File: config.mk
export PLATFORM = sky130hd
export DESIGN_NAME = instr_sequencer
export DESIGN_NICKNAME = d
export VERILOG_FILES = /design/src/rtl/instr_seq_pkg.sv /design/src/rtl/seq_watchdog.sv /design/src/rtl/instr_sequencer.sv
export SDC_FILE = /design/constraint.sdc
export NUM_CORES = 1
export LEC_CHECK = 0
export ABC_CLOCK_PERIOD_IN_PS = 2260
export BUFFER_PORTS_ARGS = -buffer_cell sky130_fd_sc_hd__buf_2
export CAP_MARGIN = 0
export CORE_UTILIZATION = 52
export CTS_BUF_LIST = sky130_fd_sc_hd__clkbuf_8
export DETAILED_ROUTE_END_ITERATION = 8
export PLACE_DENSITY = 0.89
export RECOVER_POWER = 50
export SETUP_SLACK_MARGIN = 0.02
export SYNTH_ARGS = -nofsm -noshare
export SYNTH_HDL_FRONTEND = slang
export SYNTH_SLANG_ARGS = --single-unit
export TNS_END_PERCENT = 10
File: constraint.sdc
create_clock -name clk -period 2.26 [get_ports clk]
set_clock_uncertainty 0.2 [all_clocks]
set_input_delay 0.226 -clock clk [delete_from_list [all_inputs] [get_ports clk]]
set_output_delay 0.226 -clock clk [all_outputs]
set_load 0.02 [all_outputs]
File: src/rtl/instr_seq_pkg.sv
// Shared encodings for the instruction sequencer.
// States, instruction classes, PC source selects and watchdog default.
package instr_seq_pkg;

  typedef enum logic [3:0] {
    S_IDLE   = 4'd0,
    S_FETCH  = 4'd1,
    S_DECODE = 4'd2,
    S_EXEC   = 4'd3,
    S_WB     = 4'd4,
    S_MADDR  = 4'd5,
    S_MACC   = 4'd6,
    S_BRANCH = 4'd7,
    S_FAULT  = 4'd8
  } state_t;

  typedef enum logic [1:0] {
    CLS_DP  = 2'b00,
    CLS_MEM = 2'b01,
    CLS_BR  = 2'b10,
    CLS_RSV = 2'b11
  } cls_t;

  localparam logic [1:0] PCS_SEQ = 2'b00;
  localparam logic [1:0] PCS_BR  = 2'b01;
  localparam logic [1:0] PCS_ALU = 2'b10;

  localparam logic [3:0] RD_PC        = 4'hF;
  localparam logic [7:0] WDOG_DEFAULT = 8'd255;

endpackage

File: src/rtl/seq_watchdog.sv
// Memory-ack watchdog: counts stalled access cycles.
// expired flags the cycle whose stall would reach max.
module seq_watchdog (
  input  logic       clk,
  input  logic       rst,
  input  logic       clear,
  input  logic       enable,
  input  logic [7:0] max,
  output logic       expired
);

  logic [7:0] cnt;

  always_ff @(posedge clk or negedge rst) begin
    if (!rst) begin
      cnt <= '0;
    end else if (clear) begin
      cnt <= '0;
    end else if (enable) begin
      cnt <= cnt + 8'd1;
    end
  end

  assign expired = (cnt + 8'd1) == max;

endmodule

File: src/rtl/instr_sequencer.sv
// Moore control sequencer: fetch/decode/execute/memory/branch.
// Strobes are decoded from the registered state and ir only.
module instr_sequencer
  import instr_seq_pkg::*;
#(
  parameter logic [7:0] WDOG_MAX = WDOG_DEFAULT
) (
  input  logic        clk,
  input  logic        rst,
  input  logic        start,
  input  logic        halt_req,
  input  logic [31:0] ir,
  input  logic        cond_ok,
  input  logic        mem_ack,
  output logic        write_ir,
  output logic        write_pc,
  output logic [1:0]  pc_s,
  output logic        alu_en,
  output logic        set_flags,
  output logic        write_reg,
  output logic        link_sel,
  output logic        mem_req,
  output logic        mem_we,
  output logic        busy,
  output logic        fault,
  output logic [3:0]  state,
  output logic [31:0] retired
);

  state_t      cur, nxt;
  logic        cond_q;
  logic [31:0] retired_q;
  logic        boundary;
  logic        wd_clr, wd_en, wd_exp;
  logic        is_load;
  logic        unused_ir;

  assign is_load   = ir[20];
  assign unused_ir = ^{ir[31:28], ir[25], ir[23:21],
                       ir[19:16], ir[11:0]};

  seq_watchdog u_wdog (
    .clk     (clk),
    .rst     (rst),
    .clear   (wd_clr),
    .enable  (wd_en),
    .max     (WDOG_MAX),
    .expired (wd_exp)
  );

  always_ff @(posedge clk or negedge rst) begin
    if (!rst) begin
      cur       <= S_IDLE;
      cond_q    <= 1'b0;
      retired_q <= '0;
    end else begin
      cur <= nxt;
      if (cur == S_FETCH) begin
        cond_q <= cond_ok;
      end
      if (boundary) begin
        retired_q <= retired_q + 32'd1;
      end
    end
  end

  always_comb begin
    nxt       = cur;
    write_ir  = 1'b0;
    write_pc  = 1'b0;
    pc_s      = PCS_SEQ;
    alu_en    = 1'b0;
    set_flags = 1'b0;
    write_reg = 1'b0;
    link_sel  = 1'b0;
    mem_req   = 1'b0;
    mem_we    = 1'b0;
    boundary  = 1'b0;
    wd_clr    = 1'b0;
    wd_en     = 1'b0;
    unique case (cur)
      S_IDLE: begin
        if (start) nxt = S_FETCH;
      end
      S_FETCH: begin
        write_ir = 1'b1;
        write_pc = 1'b1;
        pc_s     = PCS_SEQ;
        nxt      = S_DECODE;
      end
      S_DECODE: begin
        if (!cond_q) begin
          boundary = 1'b1;
        end else begin
          unique case (cls_t'(ir[27:26]))
            CLS_DP:  nxt = S_EXEC;
            CLS_MEM: nxt = S_MADDR;
            CLS_BR:  nxt = S_BRANCH;
            CLS_RSV: nxt = S_FAULT;
          endcase
        end
      end
      S_EXEC: begin
        alu_en    = 1'b1;
        set_flags = ir[20];
        nxt       = S_WB;
      end
      S_WB: begin
        write_reg = 1'b1;
        if (ir[15:12] == RD_PC) begin
          write_pc = 1'b1;
          pc_s     = PCS_ALU;
        end
        boundary = 1'b1;
      end
      S_MADDR: begin
        alu_en = 1'b1;
        wd_clr = 1'b1;
        nxt    = S_MACC;
      end
      S_MACC: begin
        mem_req = 1'b1;
        mem_we  = ~is_load;
        // an ack on the expiring cycle still completes the access
        if (mem_ack) begin
          if (is_load) nxt = S_WB;
          else         boundary = 1'b1;
        end else begin
          wd_en = 1'b1;
          if (wd_exp) nxt = S_FAULT;
        end
      end
      S_BRANCH: begin
        write_pc = 1'b1;
        pc_s     = PCS_BR;
        if (ir[24]) begin
          write_reg = 1'b1;
          link_sel  = 1'b1;
        end
        boundary = 1'b1;
      end
      S_FAULT: begin
        nxt = S_FAULT;
      end
      default: begin
        nxt = S_IDLE;
      end
    endcase
    if (boundary) begin
      nxt = halt_req ? S_IDLE : S_FETCH;
    end
  end

  assign busy    = (cur != S_IDLE) && (cur != S_FAULT);
  assign fault   = (cur == S_FAULT);
  assign state   = cur;
  assign retired = retired_q;

endmodule

Word-level counts from Yosys, hierarchy flattened
Index checks and enable logic that the tools add are counted.

Logic and storage cells: 65. Bits in registers: 45. Bits of input ports: 38.

Equality and inequality tests: 19. Reduce and logical (&&, ||, !) cells: 9. Bitwise logic cells: 1. Mux-type cells: 30. Add/sub/neg operators: 2.

Operator list (number): adder 32 x 1 -> 32 bit, second input constant (1); case mux 4 bit (8 select lines) (1); two-way mux 4 bit (6); == test 4 x 3 -> 1 bit, second input constant (4); two-way mux 8 bit (2); case mux 4 bit (4 select lines) (1); two-way mux 1 bit (15); adder 8 x 1 -> 8 bit, second input constant (1); == test 4 x 2 -> 1 bit, second input constant (2); == test 4 bit, second input constant (2); == test 8 bit, second input constant (1); != test 4 bit, second input constant (2); != test 3 bit, second input constant (2); OR reduction 2 bit (3); AND reduction 5 bit (1); == test 2 bit, second input constant (2); == test 4 x 1 -> 1 bit, second input constant (1); logical NOT 4 bit (1); != test 4 x 3 -> 1 bit, second input constant (1); case mux 1 bit (2 select lines) (2); case mux 2 bit (2 select lines) (1); nonzero test 4 bit (1); case mux 1 bit (3 select lines) (1); == test 2 x 1 -> 1 bit, second input constant (1); 6 further kinds (6).

Depth between registers and ports, before layout
Gate-level depths: netlist of the first run.

Depth after elaboration: 6. Gate-level depth with buffers: 9. Depth with buffers taken out: 6.

Modules after synthesis
A second synthesis of the first run with hierarchy kept.

Cell total of the unflattened synthesis: 292. Area, all modules: 2841.5 um^2.

Modules (own cells, without submodules): instr_sequencer (area an instance 2218.4 um^2, cells each 224, times used 1); seq_watchdog (area an instance 623.1 um^2, cells each 68, times used 1).

Worst setup path before layout of the first run
No wires, ideal clock.

Path type: reg-to-output. Start: reg cur[1] (netlist: state[1]). End: out write_pc. Path slack: -106 ps. Data arrival time: 1940 ps. Path buffers: 1. Stages on the path, launching flop included: 5. Required time: 1834 ps. Cells stage by stage: dfrtp_1 buf_1 or2_2 or2_2 a311oi_1.

Longest elaborated chain between the ends: 3. Elaborated cells between the ends (all ways): 5. Classes of those cells: 3 x eq/ne; 1 x mux; 1 x reduce/logical.

RTL lines: start, declared (line instr_sequencer.sv:30) `state_t cur, nxt;`; start signal, assigned (line instr_sequencer.sv:57) `cur <= nxt;`; == test 4 x 1 -> 1 bit or == test 4 x 3 -> 1 bit (tied branches) (line instr_sequencer.sv:81) `unique case (cur)`; OR reduction 2 bit (no source line); case mux 1 bit (2 select lines) * (line instr_sequencer.sv:81); end, declared (line instr_sequencer.sv:16) `output logic write_pc,`.

Mark *: on every way between the ends. The rest lies on a longest branch, timed or not.

Worst setup path in the final report of the first run
Start: reg cur[0] (netlist: state[0]). End: out write_pc.

The elaborated chain is that of the path after synthesis.

==> qor.yml, run 1 <==
sta:
  min_period_ns: 2.17
  setup_violations: 0
  setup_ws_ns: 0.0891
  drv_slew: 0
  finalCritPeriodShare_pct: 96.1
  rsz0062_at_grt: "yes"
  fmaxAchievable_ghz: 0.461
  slew_headroom_pct: 8.32
  tightest_slew_ns: 1.38
  finalHoldViolCount: 0
cts:
  cts_tree: "built"
  clk_latency_ns: 0.29
  cts_root_buf: "clkbuf_8"
  cts.path.max_buffers: 2
  cts_buffers: 5
  htreeDepth: 2
  clkTransAtPathRegs_ns: 0.08
  cts_sinks: 45
die:
  die_w_um: 73.0
  die-height_um: 73.0
  dieArea_um2: 5330
  start_util_pct: 54.7
  fp-row-count: 25
  io-pin-count: 86
  core-area_um2: 4790
outcome:
  status: "finished, final reports clean"
synthesis:
  ys_seq_area_share_pct: 43.0
  ys_warn_count: 0
  syn_nets: 310
  syn_inst: 265
  avgSynthCellArea_um2: 9.89
  ys_ff_latch: 45
  netlist_area_um2: 2620
  yosysUniqueCellTypes: 48
worst_setup_path:
  crit_arrival_ns: 1.74
  end_kind: "output pin"
  cp.required_ns: 1.83
  worstSetupPathType: "reg2out"
  crit_fanout: 3
  startpoint_type: "flop"
global_route:
  grt_usage_pct: 23.2
  use_met1_pct: 29.5
  antenna_found_initial: 0
  grt_max_degree: 26
  grt_first_pass_wirelength_um: 9470
  grt_pass1_vias: 2055
  overflow: 0
  use_met3_pct: 5.39
  met2_usage_pct: 37.6
  grt.busiest_layer: "met2"
place:
  dpl_worst_slack_ns: 0.160
  placed_area_um2: 3020
  portBuffers: 61
  dpl.cell_count: 388
  routabilityCongestion: 0.820
  post-dp-hpwl_um: 4230
power:
  power.total_mw: 2.80
  peakVddDrop_mv: 0.518
  p_per_area_nw_per_um2: 888
  p_leak_nw: 1.48
final_layout:
  final_cells: 402
  drive_gt1_share_pct: 22.7
  antenna_cells: 0
  fin_area_um2: 3150
  final_nets: 380
  syn2layout_area_growth_pct: 20.3
  fillers: 370
route:
  firstDrtPassIters: 5
  drtIter0Drc: 152
  drc_errors: 0
  wirelength_um: 5800
  vias: 2200
  wl_per_cell_um: 14.4
  postRouteAntennaNets: 0
  viasPerCell: 5.47
job:
  maxCapViolCount: 0
hold_path:
  hold_class: "in2reg"
-- timing repair --
| item | in CTS | in global routing |
|---|---|---|
| setup endpoints to repair | 1 | 8 |
| hold buffers | 3 | 0 |
| cloned | 0 | 0 |
| hold endpoints to repair | 26 | 0 |
| setup buffers | 4 | 0 |
| gates resized for setup | 3 | 3 |
-- sequential cells by signal, summed over array words and instances (netlist names) --
| register | flops |
|---|---|
| cond_q | 1 |
| state | 4 |
| u_wdog.cnt | 8 |
| retired | 32 |
-- worst max-delay path: stages, from the launching register on --
cell and delay, ns:
dfrtp_2 0.43, or2_2 0.32, or2_4 0.27, a311oi_2 0.26, buf_4 0.18
-- synth_stat cells (all sizes together) --
master	instances	share of area (%)
dfrtp	45	43
nand2	22	3.2
xnor2	20	6.7
nor2	16	2.3
xor2	15	5.0
nand4	14	3.9
nor3	14	3.1
nand3	13	2.5
o21ai	12	2.3
and3	9	2.1
buf	9	2.3
inv	9	1.3
a21oi	8	1.5
ha	7	3.3
nand2b	6	1.7
clkbuf	5	0.72
and2	4	0.95
nor4	4	2.2
o31ai	3	0.86
or2	3	0.72
a31oi	2	0.48
mux2	2	0.86
mux2i	2	0.76
nor2b	2	0.48
nor4b	2	0.91
o211a	2	0.76
o211ai	2	1.1
o41ai	2	0.96
or3	2	0.48
a211oi	1	0.76
a221oi	1	0.33
a311oi	1	0.33
and3b	1	0.33
and4	1	0.33
nand3b	1	0.29
o2111ai	1	0.57
o21a	1	0.29
o22ai	1	0.24
-- per-layer routing --
| layer | vias up | share of wire, % |
|---|---|---|
| met5 | - | 0 |
| met4 | 0 | 2.6 |
| met3 | 15 | 4.5 |
| met2 | 61 | 50 |
| met1 | 1056 | 43 |
| li1 | 1068 | - |
-- per-stage QoR --
step,setup TNS [ns],hold WS [ns],util [%]
6_report,0,0.143,65.9
5_1_grt,-0.00595,0.134,65.9
4_1_cts,0,0.123,66.2
3_5_place_dp,0,0.0626,63.0
3_3_place_gp,0,0.0523,63.0
2_1_floorplan,0,-0.270,-
-- final cells by class --
| class | instances | area (um^2) | share of cell area (%) |
|---|---|---|---|
| tap | 67 | 83.8 | 2.66 |
| timing repair buffer | 77 | 417 | 13.2 |
| multi-input combinational | 197 | 1400 | 44.5 |
| inverter | 9 | 33.8 | 1.07 |
| clock buffer | 6 | 82.6 | 2.62 |
| clock inverter | 1 | 3.75 | 0.119 |
| sequential | 45 | 1130 | 35.8 |
-- cells by family (layout without fill, tap and decap cells) --
logic type               count (synthesis)  after routing  share of synthesized area, %
multiplexers                             4              4                          1.62
flip-flops                              45             45                          43.0
adder cells (fa/ha/maj)                  7              7                          3.34
AND/OR/NAND/NOR                        114            114                          25.5
AO/OA/AOI/OAI                           37             37                          10.5
XOR/XNOR                                35             35                          11.7
buffers and inverters                   23             93                          4.35
-- cell usage in the layout, fill, tap and decap left out, types with 13 or more instances in the layout --
cell	synthesis	layout
nand3_1	13	13
xor2_1	15	15
nor2_1	16	16
nand4_1	13	13
nand2_1	22	22
buf_2	4	35
clkbuf_1	5	25
buf_4	0	13
dfrtp_1	45	43
xnor2_1	20	20
-- worst paths after layout --
| check | from | to | slack, ns | cells after the start |
|---|---|---|---|---|
| min in group asynchronous | rst | u_wdog.cnt[2] | 0.57 | 2 |
| worst min register to register | retired[31] | retired[31] | 0.27 | 1 |
| worst min-delay path | start | state[2] | 0.14 | 3 |
| max in group asynchronous | rst | retired[17] | 0.47 | 2 |
| worst max-delay path | state[0] | write_pc | 0.09 | 4 |
| worst max register to register | state[0] | retired[16] | 0.10 | 6 |
-- power breakdown --
group	switching, mW	internal, mW	total, mW
Clock	0.253	0.238	0.492
Combinational	0.680	0.475	1.15
Sequential	0.214	0.937	1.15
Total	1.15	1.65	2.80
Power figures use the tool's default switching activity.
==> inputs of run 2 (changes only) <==
- ABC_AREA: not set -> 1
- CORE_UTILIZATION: 52 -> 54
- PLACE_DENSITY: 0.89 -> 0.9
- RECOVER_POWER: 50 -> 25
==> qor.yml, run 2 <==
final_layout:
  antenna_cells: 0  # unchanged
  fillers: 426  # +15%
  fin_area_um2: 3460  # +9.7%
  final_nets: 549  # +44%
  syn2layout_area_growth_pct: 17.2
  largest_register_ffs: 32  # unchanged
  drive_gt1_share_pct: 18.0  # -4.7 points
  final_cell_mix: "nand2_1, buf_2, inv_1"
  final_common_cell: "nand2_1"
synthesis:
  post-synth-top-count-cell: "nand2_1"
  ys_seq_area_share_pct: 38.2  # -4.8 points
  yosysTopAreaCell: "dfrtp_1"
  ys_warn_count: 0  # unchanged
  avgSynthCellArea_um2: 6.80  # -31%
  ys_top_cells_by_count: "nand2_1, inv_1, nor2_1"
  synth_top_area_share_pct: 38.2  # -4.8 points
  yosysUniqueCellTypes: 29  # -40%
  ys_ff_latch: 45  # unchanged
  netlist_area_um2: 2950  # +13%
  synthFlopType: "dfrtp_1"
  synthArstFlopShare_pct: 100  # unchanged
  synth_edf_count: 0  # unchanged
  syn_nets: 479  # +55%
  syn_inst: 434  # +64%
  yosys-top-cells-area: "dfrtp_1, nand2_1, inv_1, nor2_1, ha_1"
sta:
  fmaxAchievable_ghz: 0.505  # +9.6%
  setup_violations: 0  # unchanged
  min_period_ns: 1.98  # -0.191 ns
  tightest_slew_ns: 1.11  # -0.261 ns
  hold_ws_ns: 0.0228  # -0.120 ns
  rsz0062_at_grt: "no"
  setup_tns_ns: 0  # unchanged
  finalHoldViolCount: 0  # unchanged
  drv_slew: 0  # unchanged
  slew_headroom_pct: 25.8  # +17 points
  finalCritPeriodShare_pct: 87.6  # -8.5 points
place:
  routabilityCongestion: 0.922  # +13%
  post-dp-hpwl_um: 5370  # +27%
  portBuffers: 61  # unchanged
  placed_area_um2: 3340  # +11%
die:
  io-pin-count: 86  # unchanged
  fp-row-count: 26  # +4.0%
  start_util_pct: 57.0  # +2.3 points
  dieArea_um2: 5760  # +8.2%
  die_w_um: 75.9  # +4.0%
  core-area_um2: 5170  # +8.1%
  die-height_um: 75.9  # +4.0%
power:
  p_leak_nw: 1.81  # +23%
  p_per_area_nw_per_um2: 796  # -10%
  peakVddDrop_mv: 0.737  # +42%
global_route:
  antenna_found_initial: 0  # unchanged
  overflow: 0  # unchanged
  grt_usage_pct: 25.3  # +2.1 points
  grt_pass1_vias: 2752  # +34%
  grt_first_pass_wirelength_um: 12000  # +26%
  grt_max_degree: 46  # +77%
hold_path:
  hold_depth: 4  # +1
  hold_class: "in2reg"
cts:
  cts_buffers: 5  # unchanged
  cts.path.max_buffers: 2  # unchanged
  cts_root_buf: "clkbuf_8"
  cts_tree: "built"
  clk_latency_ns: 0.30  # about the same
  htreeDepth: 2  # unchanged
  cts_sinks: 45  # unchanged
  clkTransAtPathRegs_ns: 0.08  # about the same
route:
  viasPerCell: 5.27  # -3.7%
  firstDrtPassIters: 5  # unchanged
  drtIter0Drc: 280  # +84%
  drc_errors: 0  # unchanged
  wirelength_um: 7120  # +23%
  vias: 3029  # +38%
  postRouteAntennaNets: 0  # unchanged
  wl_per_cell_um: 12.4  # -14%
worst_setup_path:
  worstSetupPathType: "reg2reg"
  startpoint_type: "flop"
  crit_fanout: 6  # +3
  end_kind: "flop"
  crit_arrival_ns: 1.97  # +0.23 ns
  cp.required_ns: 2.25  # +0.42 ns
  reg2reg_depth: 8  # +2
outcome:
  status: "finished, final reports clean"
job:
  maxCapViolCount: 0  # unchanged
## run 2: cell count changes after synthesis, sizes merged, moves of 5 or more
cell and change:
and3 -9, nor2 +39, nand2 +158, nand3 +6
nand2b -6, xor2 -8, clkbuf -5, xnor2 -11
buf -5, nand4 -6, nand3b +7, a21oi -7
inv +50
## run 2: final timing paths
| check | from | to | slack [ns] |
|---|---|---|---|
| min reg2reg | retired[5] | retired[5] | 0.32 |
| min in group asynchronous | rst | u_wdog.cnt[6] | 0.55 |
| min | halt_req | state[0] | 0.02 |
| max reg2reg | retired[0] | retired[20] | 0.28 |
| max | retired[0] | retired[20] | 0.28 |
| max in group asynchronous | rst | retired[3] | 0.63 |
## run 2: timing repair
| action | CTS | global route |
|---|---|---|
| resized for setup | 0 | 1 |
| endpoints found under the setup margin | 0 | 1 |
| buffers inserted | 0 | 0 |
| hold endpoints to repair | 46 | 0 |
| hold buffers | 2 | 0 |
## run 2: cell type report
cell class                 count  area (um^2)  area share, %
clock buffer                   7         96.3           2.79
clock inverter                 1         5.00          0.145
inverter                      59          221           6.41
multi-input combinational    326         1570           45.3
sequential                    45         1130           32.6
tap                           70         87.6           2.53
timing repair buffer          67          353           10.2
## run 2: power by group
| group | switching [mW] | leakage, nW | internal, mW |
|---|---|---|---|
| sequential | 0.135 | 0.585 | 0.933 |
| combinational | 0.786 | 1.17 | 0.349 |
| clock | 0.272 | 0.0542 | 0.277 |
| total | 1.19 | 1.81 | 1.56 |
## run 2: metrics by stage
step	power [mW]	utilization, %	std cells	worst slack (ns)
2_1_floorplan	1.89	-	434	0.428
3_3_place_gp	2.17	64.5	565	0.389
3_5_place_dp	2.21	64.5	565	0.326
4_1_cts	2.76	66.9	575	0.303
5_1_grt	2.91	66.8	575	0.0493
6_report	2.75	66.8	575	0.280
## run 2: layer usage
metal	vias up	share of wire [%]	global-route usage, %
met5	-	0	0
li1	1476	-	-
met2	114	48	43.6
met1	1419	44	32.3
met4	0	2.5	9.04
met3	20	5.5	3.49
## run 2: cells by family (layout without fill, tap and decap cells)
kind of cell	Yosys count	count (layout)	synth area share, %
AND/OR/NAND/NOR	284	284	41.9
buffers and inverters	63	134	8.69
flip-flops	45	45	38.2
AO/OA/AOI/OAI	19	19	3.52
XOR/XNOR	16	16	4.75
adder cells (fa/ha/maj)	7	7	2.97
## run 2: critical path: stages (launching register included)
cell and delay [ns]:
dfrtp_1 0.41, ha_1 0.19, nand3_1 0.16, inv_1 0.13, nand2_1 0.14, nor3b_2 0.21
nand2_1 0.17, o21ai_0 0.19, nand2_1 0.07
